--- src/rtl/sa_ctrl_pkg.sv ---
// Shared definitions for the systolic-array row load controller.
package sa_ctrl_pkg;

   // Controller states; the encodings are fixed so waveforms and any
   // software-visible state dumps read the same across builds.
   typedef enum logic [2:0] {
      IDLE    = 3'd0,
      LOAD    = 3'd1,
      FLUSH   = 3'd2,
      COMPUTE = 3'd3,
      DONE    = 3'd4
   } state_t;

   // Counter/index width: a 1-entry range still needs a 1-bit port.
   function automatic int cw(input int n);
      return (n <= 1) ? 1 : $clog2(n);
   endfunction

endpackage

--- src/rtl/sa_wrap_counter.sv ---
// Modulo-MAX up counter with synchronous clear and a wrap flag that is
// high in the cycle the counter steps from MAX-1 back to 0.
module sa_wrap_counter
   import sa_ctrl_pkg::*;
#(
   parameter int MAX = 2
) (
   input  logic              clk,
   input  logic              rst_n,
   input  logic              en,
   input  logic              clr,
   output logic [cw(MAX)-1:0] count,
   output logic              wrap
);

   localparam int W = cw(MAX);

   generate
      if (MAX == 1) begin : g_const
         // Single-entry range: count is always 0 and every enable wraps.
         logic unused_ok;
         assign unused_ok = ^{clk, rst_n, clr};
         assign count     = '0;
         assign wrap      = en;
      end else begin : g_cnt
         // Count state: clear has priority over increment.
         always_ff @(posedge clk) begin
            if (!rst_n)
               count <= '0;
            else if (clr)
               count <= '0;
            else if (en)
               count <= (count == W'(MAX - 1)) ? '0 : count + W'(1);
         end
         assign wrap = en && (count == W'(MAX - 1));
      end
   endgenerate

endmodule

--- src/rtl/sa_row_load_ctrl.sv ---
// Loads a ROW x COL weight tile from a valid/ready stream into the array
// row registers, then runs one COMPUTE_CYCLES compute window and pulses done.
module sa_row_load_ctrl
   import sa_ctrl_pkg::*;
#(
   parameter int ROW            = 9,
   parameter int COL            = 9,
   parameter int DATA_W         = 8,
   parameter int COMPUTE_CYCLES = 17
) (
   input  logic                i_clk,
   input  logic                i_rst_n,
   input  logic                i_start,
   input  logic                i_s_valid,
   output logic                o_s_ready,
   input  logic [DATA_W-1:0]   i_s_data,
   output logic [ROW-1:0]      o_row_we,
   output logic [cw(COL)-1:0]  o_col_idx,
   output logic [DATA_W-1:0]   o_wr_data,
   output logic                o_compute_en,
   output logic                o_busy,
   output logic                o_done
);

   localparam int CW_R = cw(ROW);
   localparam int CW_C = cw(COL);
   localparam int CW_K = cw(COMPUTE_CYCLES);
   localparam logic [ROW-1:0] ROW_ONE = ROW'(1);

   state_t           state, state_nxt;
   logic             accept;
   logic             cnt_clr;
   logic             cmp_en;
   logic [CW_C-1:0]  col_cnt;
   logic [CW_R-1:0]  row_cnt;
   logic [CW_K-1:0]  unused_cmp_cnt;   // only the wrap flag ends the window
   logic             col_wrap, row_wrap, cmp_wrap;

   // Ready is purely a state decode, so accept never depends on a stale flag.
   assign accept  = i_s_valid && (state == LOAD);
   assign cmp_en  = (state == COMPUTE);
   // Counters already wrap back to 0 on their own; the DONE clear also
   // covers any leftover count so every tile starts at row 0, col 0.
   assign cnt_clr = (state == DONE);

   sa_wrap_counter #(.MAX(COL)) u_col (
      .clk   (i_clk),
      .rst_n (i_rst_n),
      .en    (accept),
      .clr   (cnt_clr),
      .count (col_cnt),
      .wrap  (col_wrap)
   );

   sa_wrap_counter #(.MAX(ROW)) u_row (
      .clk   (i_clk),
      .rst_n (i_rst_n),
      .en    (col_wrap),
      .clr   (cnt_clr),
      .count (row_cnt),
      .wrap  (row_wrap)
   );

   sa_wrap_counter #(.MAX(COMPUTE_CYCLES)) u_cmp (
      .clk   (i_clk),
      .rst_n (i_rst_n),
      .en    (cmp_en),
      .clr   (cnt_clr),
      .count (unused_cmp_cnt),
      .wrap  (cmp_wrap)
   );

   // State register.
   always_ff @(posedge i_clk) begin
      if (!i_rst_n)
         state <= IDLE;
      else
         state <= state_nxt;
   end

   // Next-state logic and state-decoded control outputs.
   always_comb begin
      state_nxt    = state;
      o_s_ready    = 1'b0;
      o_compute_en = 1'b0;
      o_busy       = 1'b1;
      o_done       = 1'b0;
      case (state)
         IDLE: begin
            o_busy = 1'b0;
            if (i_start)
               state_nxt = LOAD;
         end
         LOAD: begin
            o_s_ready = 1'b1;
            // row_wrap implies an accept of the last column of the last row.
            if (row_wrap)
               state_nxt = FLUSH;
         end
         FLUSH: begin
            state_nxt = COMPUTE;
         end
         COMPUTE: begin
            o_compute_en = 1'b1;
            if (cmp_wrap)
               state_nxt = DONE;
         end
         DONE: begin
            o_done    = 1'b1;
            state_nxt = IDLE;
         end
         default: begin
            state_nxt = IDLE;
         end
      endcase
   end

   // Write port: one-hot row strobe for one cycle per accepted word, with the
   // column index and data captured alongside it.
   always_ff @(posedge i_clk) begin
      if (!i_rst_n) begin
         o_row_we  <= '0;
         o_col_idx <= '0;
         o_wr_data <= '0;
      end else begin
         o_row_we <= accept ? (ROW_ONE << row_cnt) : '0;
         if (accept) begin
            o_col_idx <= col_cnt;
            o_wr_data <= i_s_data;
         end
      end
   end

endmodule

--- config.mk ---
export PLATFORM = sky130hd
export DESIGN_NAME = sa_row_load_ctrl
export DESIGN_NICKNAME = d
export VERILOG_FILES = /design/src/rtl/sa_ctrl_pkg.sv /design/src/rtl/sa_wrap_counter.sv /design/src/rtl/sa_row_load_ctrl.sv
export SDC_FILE = /design/constraint.sdc
export NUM_CORES = 1
export LEC_CHECK = 0
export CORE_ASPECT_RATIO = 0.5
export CORE_MARGIN = 1.5
export CORE_UTILIZATION = 42
export CTS_CLUSTER_DIAMETER = 40
export DETAILED_ROUTE_END_ITERATION = 8
export PLACE_DENSITY = 0.74
export SLEW_MARGIN = 30
export SYNTH_ARGS = -nofsm -noshare
export SYNTH_HDL_FRONTEND = slang
export SYNTH_SLANG_ARGS = --single-unit
export TNS_END_PERCENT = 1
--- constraint.sdc ---
create_clock -name i_clk -period 1.7 [get_ports i_clk]
set_input_delay 0.34 -clock i_clk [delete_from_list [all_inputs] [get_ports i_clk]]
set_output_delay 0.34 -clock i_clk [all_outputs]
set_load 0.02 [all_outputs]
==> impl_results.md, run 1 <==
- Status: finished clean
- Worst Tran Pin Value: 291 ps
- Number of DRC markers in iteration 0: 70
- Die Y: 46.8 um
- Share of layout cells above drive strength 1: 13.2%
- Cell family with the largest share of critical-path delay: simple AND/OR/NAND/NOR gates
- Worst Reg-to-Reg Cells: 5
- IO Pins: 37
- Top Metal Used: met4
- M1 WL: 1.72 mm
- Synthesized area: 1610 sq um
- Port Buffers: 36
- Synth unique cells: 37
- Int Pwr: 1250 uW
- DR WL/cell: 12.3 um
- Final period utilization: 95.8%
- Synth top area share: 46.0%
- FFs w/ async S/R, synth: 0%
- Comb power frac: 10.8%
- Vias: 1,431
- Total CTS buffers: 5
- Seq pwr share: 53.2%
- CTS Root Cell: clkbuf_8
- Final Core Density: 61.5%
- Total gr overflow: 0
- Power Density: 769 nW/um^2
- Post-CTS resize count: 10
- RePlAce Congestion: 0.794
- Largest cells by area after synthesis: dfxtp_1, nand2_1, ha_1
- H-Tree Depth: 2
- Tightest Hold Check Type: register to register
- Wire length on met3: 175 um
- Crit path capture type: output pin
- DR pass1 iterations: 4
- Final setup vio count: 0
- Syn avg cell area: 8.80 sq um
- Initial antenna violation count: 0
- Multi-input gate area: 777 sq um
- Core Region: 3550 sq um
- Site row count: 15
- Tmin final: 1630 ps
- Critical path fanouts, max: 2
- Tot GR Track Use: 18.2%
- Leak: 0.000820 uW
- CTS Hold Buffers Added: 0
- Final Hold Vio Count: 0
- Hold worst-path end: o_col_idx[3]
- WS Path Type: register to output pin
- Hold Path Origin: o_col_idx[3]
- Fill cell count: 308
- Initial core utilization: 45.4%
- DR WL met2: 1.56 mm
- Total length of routed wires: 3.52 mm
- Largest area contributor in the netlist: dfxtp_1
- Max-slew violation count: 0
- Vias in the first global route: 1,293
- Worst EP arrival: 1290 ps
- EDFF count, synth: 0
- Worst skew pair latency: 300 ps
- Post-layout worst setup margin: 70.8 ps
- Die X: 90.6 um
- R2r endpoint: u_col.count[2]
- Sw Pwr: 424 uW
- Max Root-Sink Buffers: 2
- Final HPWL DP: 2.44 mm
- Dpl ws: -81.0 ps
- Synth Net Count: 203
- Worst path max stage delay: 490 ps
- Sequential Area: 742 sq um
- Crit start category: register
- Post-layout power: 1680 uW
- Clk pwr share: 36.0%
- CTS tree: done
- RSZ-0062 raised after global routing: no
- CTS Sinks: 37
- CP Buf/Inv Count: 2
- Area growth, synth to finish: 35.4%
- FMAX: 614 MHz
- Yosys reg bits: 37
- Setup slack, reg-to-reg: 190 ps
- Worst hold path depth: 2
- Synth warn: 0
- Maxcap violations: 0
- WP data required: 1360 ps
- Mapped Cells: 183
- Vias per cell: 5.02
- Ys flop type: dfxtp_1
- Worst vdd ir: 420 uV
- Largest net degree at the start of global routing: 21
- Worst slew margin: 80.3%
- Sequential fraction of the synthesis area: 46.0%
- Clock Pin Slew Worst Setup and Hold Paths: 70 ps
- # nets final: 253
- Clock Skew: 6.43 ps
- Post-DRT Antenna Nets: 0
- Switching Fraction: 25.3%
- First-pass GRT wire length: 5.75 mm
- RR Startpoint: state[1]
- Antenna diodes: 0
- Critical-path top delay cell: or3b_2
- Crit-path cells: or3b_2, inv_1, buf_4
- Total die area: 4240 sq um
- Post-CTS setup buffer count: 0
- DRC: 0
- Final hold slack: 461 ps
- Setup TNS: 0 ps
==> power by group through the flow <==
stage	Clock [uW]	Sequential, uW	Combinational (uW)
final	603	893	181
after global routing	662	894	198
after CTS	627	892	181
after detailed placement	0	913	186
after global placement	0	912	182
after floorplan	0	927	73.3
==> stage by stage <==
| step | cell area (sq um) | instances |
|---|---|---|
| final | 2180 | 285 |
| after global routing | 2180 | 285 |
| after CTS | 2180 | 285 |
| after detailed placement | 2110 | 277 |
| after global placement | 2110 | 277 |
| after floorplan | 1610 | 183 |
==> cell usage after synthesis (3+ instances only) <==
cell type,count
clkbuf_1,5
dfxtp_1,37
ha_1,8
o21ai_0,6
inv_1,11
nand3b_1,3
nand3_1,12
a21oi_1,11
and2_1,8
nand4bb_1,3
a21boi_0,12
nand2_1,33
==> registers in the layout (all words and copies together) (netlist names) <==
register     cells
u_row.count      4
u_cmp.count      5
u_col.count      4
o_wr_data        8
o_col_idx        4
state            3
o_row_we         9
==> cell usage in the layout (no fill, tap or decap), types with 3 or more instances in the layout <==
master	n
a21boi_0	12
a21oi_1	11
and2_1	8
buf_4	17
clkbuf_8	5
clkdlybuf4s50_1	32
dfxtp_1	36
ha_1	8
inv_1	11
nand2_1	33
nand3_1	12
nand3b_1	3
nand4bb_1	3
o21ai_0	6
==> worst max-delay path by stage <==
| stage | start | to | slack (ps) | cells past startpoint |
|---|---|---|---|---|
| 6_report | state[1] | o_done | 70 | 3 |
| 5_1_grt | state[2] | o_done | 20 | 3 |
| 4_1_cts | state[2] | o_compute_en | 4 | 4 |
| 3_5_place_dp | state[2] | o_done | -80 | 3 |
| 3_3_place_gp | state[1] | o_done | -60 | 3 |
| 2_1_floorplan | state[1] | o_done | 200 | 4 |
==> layout make-up <==
cell class	count	area share, %
multi-input combinational	125	35.6
sequential	37	34.0
timing repair buffer	52	21.4
clock buffer	5	3.16
tap	51	2.93
inverter	12	2.07
clock inverter	3	0.803
==> worst min-delay path: stages, from the launching register on <==
cell and delay (ps):
dfxtp_1 310, nand2_1 50, a21boi_0 60
==> layer usage <==
metal  up-vias  track usage [%]
met5         -                0
met4         0             9.84
met3         8             5.66
met2        48             30.5
met1       648             22.0
li1        727                -
==> logic make-up after synthesis <==
kind of cell / share of synthesized area [%]
AOI/OAI and AO/OA: 14.7
adders and majority gates: 6.22
buffers and inverters: 5.75
DFF: 46.0
muxes: 0.622
and+or+nand+nor: 26.7
No activity file was read; power rests on OpenSTA's default activity.
==> inputs of run 2 (changes only) <==
--- a/config.mk
+++ b/config.mk
@@ -9,6 +9,7 @@
 export CORE_MARGIN = 1.5
 export CORE_UTILIZATION = 42
 export CTS_CLUSTER_DIAMETER = 40
+export CTS_CLUSTER_SIZE = 28
 export DETAILED_ROUTE_END_ITERATION = 8
 export PLACE_DENSITY = 0.74
 export SLEW_MARGIN = 30
==> results of run 2 <==
Same layout as run 1: the final DEF is identical, and so are final timing and power.
